<file path="src/rtl/exec_sequencer_pkg.sv">
// Shared MIPS control definitions: opcode/funct encodings, sequencer states,
// instruction classes and the pc_src / reg_dst select encodings.
package cpu_defs;

    localparam logic [5:0] OP_RTYPE = 6'b000000;
    localparam logic [5:0] OP_J     = 6'b000010;
    localparam logic [5:0] OP_JAL   = 6'b000011;
    localparam logic [5:0] OP_BEQ   = 6'b000100;
    localparam logic [5:0] OP_BNE   = 6'b000101;
    localparam logic [5:0] OP_LW    = 6'b100011;
    localparam logic [5:0] OP_SW    = 6'b101011;
    localparam logic [2:0] OP_IALU_HI = 3'b001;

    localparam logic [5:0] FN_JR   = 6'b001000;
    localparam logic [5:0] FN_ADD  = 6'b100000;
    localparam logic [5:0] FN_ADDU = 6'b100001;
    localparam logic [5:0] FN_SUB  = 6'b100010;
    localparam logic [5:0] FN_SUBU = 6'b100011;
    localparam logic [5:0] FN_AND  = 6'b100100;
    localparam logic [5:0] FN_OR   = 6'b100101;
    localparam logic [5:0] FN_XOR  = 6'b100110;
    localparam logic [5:0] FN_NOR  = 6'b100111;
    localparam logic [5:0] FN_SLT  = 6'b101010;
    localparam logic [5:0] FN_SLTU = 6'b101011;
    localparam logic [2:0] FN_SHIFT_HI = 3'b000;

    typedef enum logic [2:0] {
        S_FETCH,
        S_DECODE,
        S_EXEC,
        S_MEM,
        S_WB
    } state_e;

    typedef enum logic [1:0] {
        PC_SEQ    = 2'b00,
        PC_BRANCH = 2'b01,
        PC_JUMP   = 2'b10,
        PC_REG    = 2'b11
    } pc_src_e;

    typedef enum logic [1:0] {
        RD_RT = 2'b00,
        RD_RD = 2'b01,
        RD_RA = 2'b10
    } reg_dst_e;

    typedef enum logic [3:0] {
        CLS_R_ALU,
        CLS_SHIFT,
        CLS_I_ALU,
        CLS_LW,
        CLS_SW,
        CLS_BEQ,
        CLS_BNE,
        CLS_J,
        CLS_JAL,
        CLS_JR,
        CLS_ILLEGAL
    } instr_class_e;

    function automatic logic is_r_alu_funct(input logic [5:0] funct);
        case (funct)
            FN_ADD, FN_ADDU, FN_SUB, FN_SUBU, FN_AND,
            FN_OR, FN_XOR, FN_NOR, FN_SLT, FN_SLTU: return 1'b1;
            default:                                return 1'b0;
        endcase
    endfunction

endpackage

</file>
<file path="src/rtl/exec_sequencer_if.sv">
// Unified memory port handshake: request/write held by the sequencer until ack.
interface exec_sequencer_if;
    logic mem_req;
    logic mem_we;
    logic mem_ack;

    modport master (output mem_req, output mem_we, input mem_ack);
    modport slave  (input mem_req, input mem_we, output mem_ack);
endinterface

</file>
<file path="src/rtl/exec_sequencer_decode.sv">
// Combinational classification of the latched instruction into one of the
// classes the sequencer distinguishes; anything unsupported is CLS_ILLEGAL.
module instr_class_decode
    import cpu_defs::*;
(
    input  logic [5:0]   opcode,
    input  logic [5:0]   funct,
    output instr_class_e instr_class
);

    always_comb begin
        // NOTE: assign every always_comb output a default before any branch,
        // otherwise an uncovered path infers a latch.
        instr_class = CLS_ILLEGAL;
        if (opcode == OP_RTYPE) begin
            if (funct == FN_JR) begin
                instr_class = CLS_JR;
            end else if (funct[5:3] == FN_SHIFT_HI) begin
                instr_class = CLS_SHIFT;
            end else if (is_r_alu_funct(funct)) begin
                instr_class = CLS_R_ALU;
            end
        end else if (opcode[5:3] == OP_IALU_HI) begin
            instr_class = CLS_I_ALU;
        end else begin
            case (opcode)
                OP_J:    instr_class = CLS_J;
                OP_JAL:  instr_class = CLS_JAL;
                OP_BEQ:  instr_class = CLS_BEQ;
                OP_BNE:  instr_class = CLS_BNE;
                OP_LW:   instr_class = CLS_LW;
                OP_SW:   instr_class = CLS_SW;
                default: instr_class = CLS_ILLEGAL;
            endcase
        end
    end

endmodule

</file>
<file path="src/rtl/exec_sequencer.sv">
// Multi-cycle MIPS control sequencer: fetch over the memory handshake, then
// drive ALU, register-file and PC controls for 2-5 cycles per instruction.
module exec_sequencer
    import cpu_defs::*;
#(
    parameter int COUNT_W = 32
) (
    input  logic               clock,
    input  logic               reset_n,
    input  logic [5:0]         opcode,
    input  logic [5:0]         funct,
    input  logic               zero,
    exec_sequencer_if.master   mem,
    output logic               ir_write,
    output logic [1:0]         alu_op,
    output logic               alu_src,
    output logic               sftmd,
    output logic               i_format,
    output logic               jr,
    output logic               reg_write,
    output logic [1:0]         reg_dst,
    output logic               mem_to_reg,
    output logic               pc_write,
    output logic [1:0]         pc_src,
    output logic               instr_retired,
    output logic [COUNT_W-1:0] retired_count,
    output logic               illegal
);

    state_e       state_q, state_d;
    instr_class_e cls;
    pc_src_e      pc_src_c;
    reg_dst_e     reg_dst_c;
    logic         run_q;
    logic         mem_req_c, mem_we_c;
    logic         set_illegal;
    logic         is_r_type, is_i_alu, is_branch, take_branch, alu_stage;

    instr_class_decode u_decode (
        .opcode      (opcode),
        .funct       (funct),
        .instr_class (cls)
    );

    assign is_r_type   = cls inside {CLS_R_ALU, CLS_SHIFT, CLS_JR};
    assign is_i_alu    = (cls == CLS_I_ALU);
    assign is_branch   = cls inside {CLS_BEQ, CLS_BNE};
    assign take_branch = ((cls == CLS_BEQ) && zero) || ((cls == CLS_BNE) && !zero);

    // ALU controls depend only on the stable IR, so they hold from EXEC to WB.
    assign alu_stage = run_q && (state_q inside {S_EXEC, S_MEM, S_WB});
    assign alu_op    = alu_stage ? {is_r_type || is_i_alu, is_branch} : 2'b00;
    assign alu_src   = alu_stage && (is_i_alu || (cls inside {CLS_LW, CLS_SW}));
    assign sftmd     = alu_stage && (cls == CLS_SHIFT);
    assign i_format  = alu_stage && is_i_alu;
    assign jr        = alu_stage && (cls == CLS_JR);

    always_comb begin
        state_d     = state_q;
        mem_req_c   = 1'b0;
        mem_we_c    = 1'b0;
        ir_write    = 1'b0;
        reg_write   = 1'b0;
        reg_dst_c   = RD_RT;
        mem_to_reg  = 1'b0;
        pc_write    = 1'b0;
        pc_src_c    = PC_SEQ;
        set_illegal = 1'b0;
        // run_q is low for the cycle after a reset edge: outputs stay quiet
        // and a late mem_ack from an aborted request cannot advance the FSM.
        if (run_q) begin
            case (state_q)
                S_FETCH: begin
                    mem_req_c = 1'b1;
                    if (mem.mem_ack) begin
                        ir_write = 1'b1;
                        state_d  = S_DECODE;
                    end
                end
                S_DECODE: begin
                    case (cls)
                        CLS_J: begin
                            pc_write = 1'b1;
                            pc_src_c = PC_JUMP;
                            state_d  = S_FETCH;
                        end
                        CLS_JAL: state_d = S_WB;
                        CLS_ILLEGAL: begin
                            set_illegal = 1'b1;
                            pc_write    = 1'b1;
                            state_d     = S_FETCH;
                        end
                        default: state_d = S_EXEC;
                    endcase
                end
                S_EXEC: begin
                    case (cls)
                        CLS_LW, CLS_SW: state_d = S_MEM;
                        CLS_BEQ, CLS_BNE: begin
                            pc_write = 1'b1;
                            pc_src_c = take_branch ? PC_BRANCH : PC_SEQ;
                            state_d  = S_FETCH;
                        end
                        CLS_JR: begin
                            pc_write = 1'b1;
                            pc_src_c = PC_REG;
                            state_d  = S_FETCH;
                        end
                        default: state_d = S_WB;
                    endcase
                end
                S_MEM: begin
                    mem_req_c = 1'b1;
                    mem_we_c  = (cls == CLS_SW);
                    if (mem.mem_ack) begin
                        if (cls == CLS_SW) begin
                            pc_write = 1'b1;
                            state_d  = S_FETCH;
                        end else begin
                            state_d  = S_WB;
                        end
                    end
                end
                S_WB: begin
                    reg_write  = 1'b1;
                    reg_dst_c  = (cls == CLS_JAL) ? RD_RA : (is_r_type ? RD_RD : RD_RT);
                    mem_to_reg = (cls == CLS_LW);
                    pc_src_c   = (cls == CLS_JAL) ? PC_JUMP : PC_SEQ;
                    pc_write   = 1'b1;
                    state_d    = S_FETCH;
                end
                default: state_d = S_FETCH;
            endcase
        end
    end

    assign mem.mem_req   = mem_req_c;
    assign mem.mem_we    = mem_we_c;
    assign pc_src        = pc_src_c;
    assign reg_dst       = reg_dst_c;
    assign instr_retired = pc_write;

    always_ff @(posedge clock) begin
        // NOTE: sequential state uses non-blocking assignments so every
        // register samples pre-edge values regardless of statement order.
        if (!reset_n) begin
            state_q       <= S_FETCH;
            run_q         <= 1'b0;
            retired_count <= '0;
            illegal       <= 1'b0;
        end else begin
            state_q <= state_d;
            run_q   <= 1'b1;
            if (instr_retired) begin
                retired_count <= retired_count + COUNT_W'(1);
            end
            if (set_illegal) begin
                illegal <= 1'b1;
            end
        end
    end

endmodule
</file>
<file path="src/flat_wrapper.sv">
// flat-port wrapper written by rule: the top's interface ports become plain ports
module exec_sequencer_flat import cpu_defs::*;
#(
    parameter int COUNT_W = 32
)
  (clock, reset_n, opcode, funct, zero, ir_write, alu_op, alu_src, sftmd, i_format, jr, reg_write, reg_dst, mem_to_reg, pc_write, pc_src, instr_retired, retired_count, illegal, mem_mem_req, mem_mem_we, mem_mem_ack);
  exec_sequencer_if mem_i ();
  input  logic clock;
  input  logic reset_n;
  input  logic [5:0] opcode;
  input  logic [5:0] funct;
  input  logic zero;
  output logic ir_write;
  output logic [1:0] alu_op;
  output logic alu_src;
  output logic sftmd;
  output logic i_format;
  output logic jr;
  output logic reg_write;
  output logic [1:0] reg_dst;
  output logic mem_to_reg;
  output logic pc_write;
  output logic [1:0] pc_src;
  output logic instr_retired;
  output logic [COUNT_W-1:0] retired_count;
  output logic illegal;
  output wire logic [$bits(mem_i.mem_req)-1:0] mem_mem_req;
  output wire logic [$bits(mem_i.mem_we)-1:0] mem_mem_we;
  input wire logic [$bits(mem_i.mem_ack)-1:0] mem_mem_ack;
  assign mem_mem_req = mem_i.mem_req;
  assign mem_mem_we = mem_i.mem_we;
  assign mem_i.mem_ack = mem_mem_ack;
  exec_sequencer #(.COUNT_W(COUNT_W)) u_core (.clock(clock), .reset_n(reset_n), .opcode(opcode), .funct(funct), .zero(zero), .mem(mem_i), .ir_write(ir_write), .alu_op(alu_op), .alu_src(alu_src), .sftmd(sftmd), .i_format(i_format), .jr(jr), .reg_write(reg_write), .reg_dst(reg_dst), .mem_to_reg(mem_to_reg), .pc_write(pc_write), .pc_src(pc_src), .instr_retired(instr_retired), .retired_count(retired_count), .illegal(illegal));
endmodule
</file>
<file path="config.mk">
export PLATFORM = sky130hd
export DESIGN_NAME = exec_sequencer_flat
export DESIGN_NICKNAME = d
export VERILOG_FILES = /design/src/rtl/exec_sequencer_pkg.sv /design/src/rtl/exec_sequencer_if.sv /design/src/rtl/exec_sequencer_decode.sv /design/src/rtl/exec_sequencer.sv /design/src/flat_wrapper.sv
export SDC_FILE = /design/constraint.sdc
export NUM_CORES = 1
export LEC_CHECK = 0
export BUFFER_PORTS_ARGS = -buffer_cell sky130_fd_sc_hd__buf_2
export CORE_UTILIZATION = 48
export CTS_CLUSTER_SIZE = 24
export DETAILED_ROUTE_END_ITERATION = 10
export PLACE_DENSITY = 0.82
export SLEW_MARGIN = 20
export SYNTH_ARGS = -nofsm -noshare
export SYNTH_HDL_FRONTEND = slang
export SYNTH_SLANG_ARGS = --single-unit
</file>
<file path="constraint.sdc">
create_clock -name clock -period 1.7 [get_ports clock]
set_input_delay 0.085 -clock clock [delete_from_list [all_inputs] [get_ports clock]]
set_output_delay 0.085 -clock clock [all_outputs]
set_load 0.05 [all_outputs]
</file>
==> metrics <==
Bufs on Longest Clock Path 2; RSZ-0062 raised after global routing yes; Synthesis Warnings 0; Post-synth EDFFs 0; syn_area_per_cell 7.896 um^2; H-tree Lvls 2; Die Area 5693 um^2; Placed Cells 505; Slew Limit Fails 0; Main synth FF type dfxtp_1; Critical Path RT 1.90 ns; Min-Delay Path Depth 3; peak supply drop 345.9 uV; First-pass DRT Iterations 5; worst-path maximum fanout 6; Sink Count 37; global-route wire length before repair 12280 um; CP Class reg -> reg; Final Hold Vio Count 0; Vias per Instance 5.912; Clk Latency, worst-skew pair 0.30 ns; Clk network pwr share 0.349; top cells by area, synth dfxtp_1 (29%), mux2i_1 (11%), nand2b_1 (7.7%); setup_tns -9.364 ns; failing checks setup timing; clock transition at the registers of the reported paths 0.07 ns; critical path launch point type flip-flop; post-route ant nets 0; core area 5140 um^2; Sequential Power Share 0.465; grt ovf 0; Static Leakage 1.630 nW; gr usage total 0.2842; Post-Layout Cell Count 523; CTS tree yes; Placer Congestion 0.8848; Initial Util 0.5039; Post-Syn Nets 345; chip height 75.46 um; cts bufs inserted 5; routed via count 3092; std cell rows 26; Ports 66; vias in the first global route 2678; Final Skew 0.009057 ns; Post-DP HPWL 5471 um; routed length per instance 16.50 um; Tcrit/Tclk final 1.204; Setup WS post-layout -0.3464 ns; number of diodes 0; cell count after synthesis 328; post-synth cell types 62; I/O Buffers 65; crit path time final 2.046 ns; Least-Margin Pin Slew 0.3928 ns; Worst setup EP type flip-flop; nets@finish 469; fraction of layout instances using a drive strength above 1 0.5475; DR DRC count 0; area leader, netlist dfxtp_1; area grow syn2layout 58.36%; total of max-cap violations 0; register area share after synthesis 0.2860; PwrDens 450.3 nW/um^2; initial antenna violation count 0; largest net degree at the start of global routing 28; P_sw 0.5267 mW; Hold-fix buffers, CTS 0; Die X 75.46 um; post-synthesis register bit count 37; worst reg-to-reg path cell count 9; fmax 488.7 MHz; outcome finished with violations; drt total wl 8627 um; Power Internal 1.320 mW; critical path data arrival time 2.25 ns; # setup viols final 43; Slew headroom 0.7359; Gate power share 0.186; Async S/R FF share, synth 0; HP Class in -> reg; cell area after synthesis 2590 um^2; clock tree root driver cell clkbuf_8; initial DRC count 277; post-synth top area share 0.2860; Net Sw Frac 0.2852; Final Power 1.847 mW
-- layout make-up --
| cell class | count | area, um^2 |
|---|---|---|
| fillers | 308 | 1039 |
| flip-flops and latches | 37 | 808.3 |
| repair buffers | 133 | 1006 |
| well taps | 70 | 87.58 |
| multi-input cells | 268 | 2079 |
| clock buffers | 8 | 90.09 |
| inverters | 7 | 30.03 |
-- critical path: stages (launching register included) --
cell	delay (ns)
dfxtp_4	0.40
nor2b_2	0.20
nand3_1	0.13
a21oi_1	0.21
a311o_2	0.18
buf_4	0.15
o2111ai_4	0.14
buf_12	0.19
a21oi_2	0.13
mux2i_1	0.23
-- power by group through the flow --
stage | clock network, mW | registers [mW] | logic (mW)
after floorplan | 0 | 0.884 | 0.174
after global placement | 0 | 0.877 | 0.291
after detailed placement | 0 | 0.878 | 0.301
after CTS | 0.656 | 0.857 | 0.317
after global routing | 0.699 | 0.859 | 0.361
final | 0.644 | 0.858 | 0.344
-- timing repair --
action                                  in CTS  in global routing
setup buffers                                6                  4
endpoints found under the setup margin      47                 46
pin swaps                                   16                  3
gates resized for setup                     44                 22
-- routing by layer --
| metal | GRT usage | wire length, um | up-vias |
|---|---|---|---|
| li1 | - | - | 1421 |
| met1 | 0.3591 | 3647 | 1472 |
| met2 | 0.4702 | 4177 | 167 |
| met3 | 0.05820 | 523 | 32 |
| met4 | 0.1235 | 279 | 0 |
| met5 | 0 | 0 | - |
-- final timing paths --
path / slack (ns) / end / start
worst min register to register: 0.48 / u_core.retired_count[4] / u_core.retired_count[4]
worst max register to register: -0.35 / u_core.retired_count[21] / u_core.state_q[1]
worst max-delay path: -0.35 / u_core.retired_count[21] / u_core.state_q[1]
worst min-delay path: 0.22 / u_core.retired_count[16] / reset_n
-- sequential cells by signal, indices dropped and copies added (netlist names) --
signal and count:
u_core.state_q 3, u_core.run_q 1, u_core.retired_count 32, u_core.illegal 1
-- cell families after synthesis --
| logic type | share of synthesized area |
|---|---|
| AOI/OAI and AO/OA | 0.1928 |
| xor gates and xnor gates | 0.006765 |
| adders and majority gates | 0.004830 |
| buffers and inverters | 0.04396 |
| DFF | 0.2860 |
| muxes | 0.1082 |
| and+or+nand+nor | 0.3575 |
-- synthesized netlist by cell type, types with 2 or more instances --
library cell and number:
mux2i_1 28, nor4_1 3, and3_1 4, or2_2 2
nand3_1 22, o21ai_1 2, a21oi_2 7, nand4_1 5
a31oi_1 2, dfxtp_1 37, clkbuf_1 9, nand2_1 51
and4_1 2, and2_1 2, a21o_1 3, nor3_1 5
a211oi_2 4, buf_2 4, a21boi_1 3, nor3b_1 4
nor2b_1 5, nand3b_1 2, nor2_1 17, a21oi_1 23
nand2b_1 32, inv_1 7, xor2_1 2, o21ai_0 7
-- per-stage QoR --
stage	hold slack (ns)	utilization	instance area, um^2	setup WS, ns
after global placement	0.4530	0.7154	3677	-0.2089
final	0.2222	0.7980	4101	-0.3464
after global routing	0.2306	0.7980	4101	-0.4190
after CTS	0.2014	0.7743	3980	-0.2300
after detailed placement	0.4685	0.7154	3677	-0.3327
after floorplan	0.1127	-	2885	-0.3066
-- layout by cell type (no fill, tap or decap), types with 5 or more instances in the layout --
cell,n
buf_4,61
buf_2,51
nand2_1,47
nand2b_1,29
mux2i_1,28
a21oi_2,15
dfxtp_4,15
a21oi_1,14
nand3_1,14
dfxtp_1,13
buf_6,12
nor2_1,9
dfxtp_2,9
nand3_2,8
inv_1,6
clkbuf_8,6
buf_12,6
nor2_2,5
a211oi_2,5
nand4_1,5
Power figures use the tool's default switching activity.
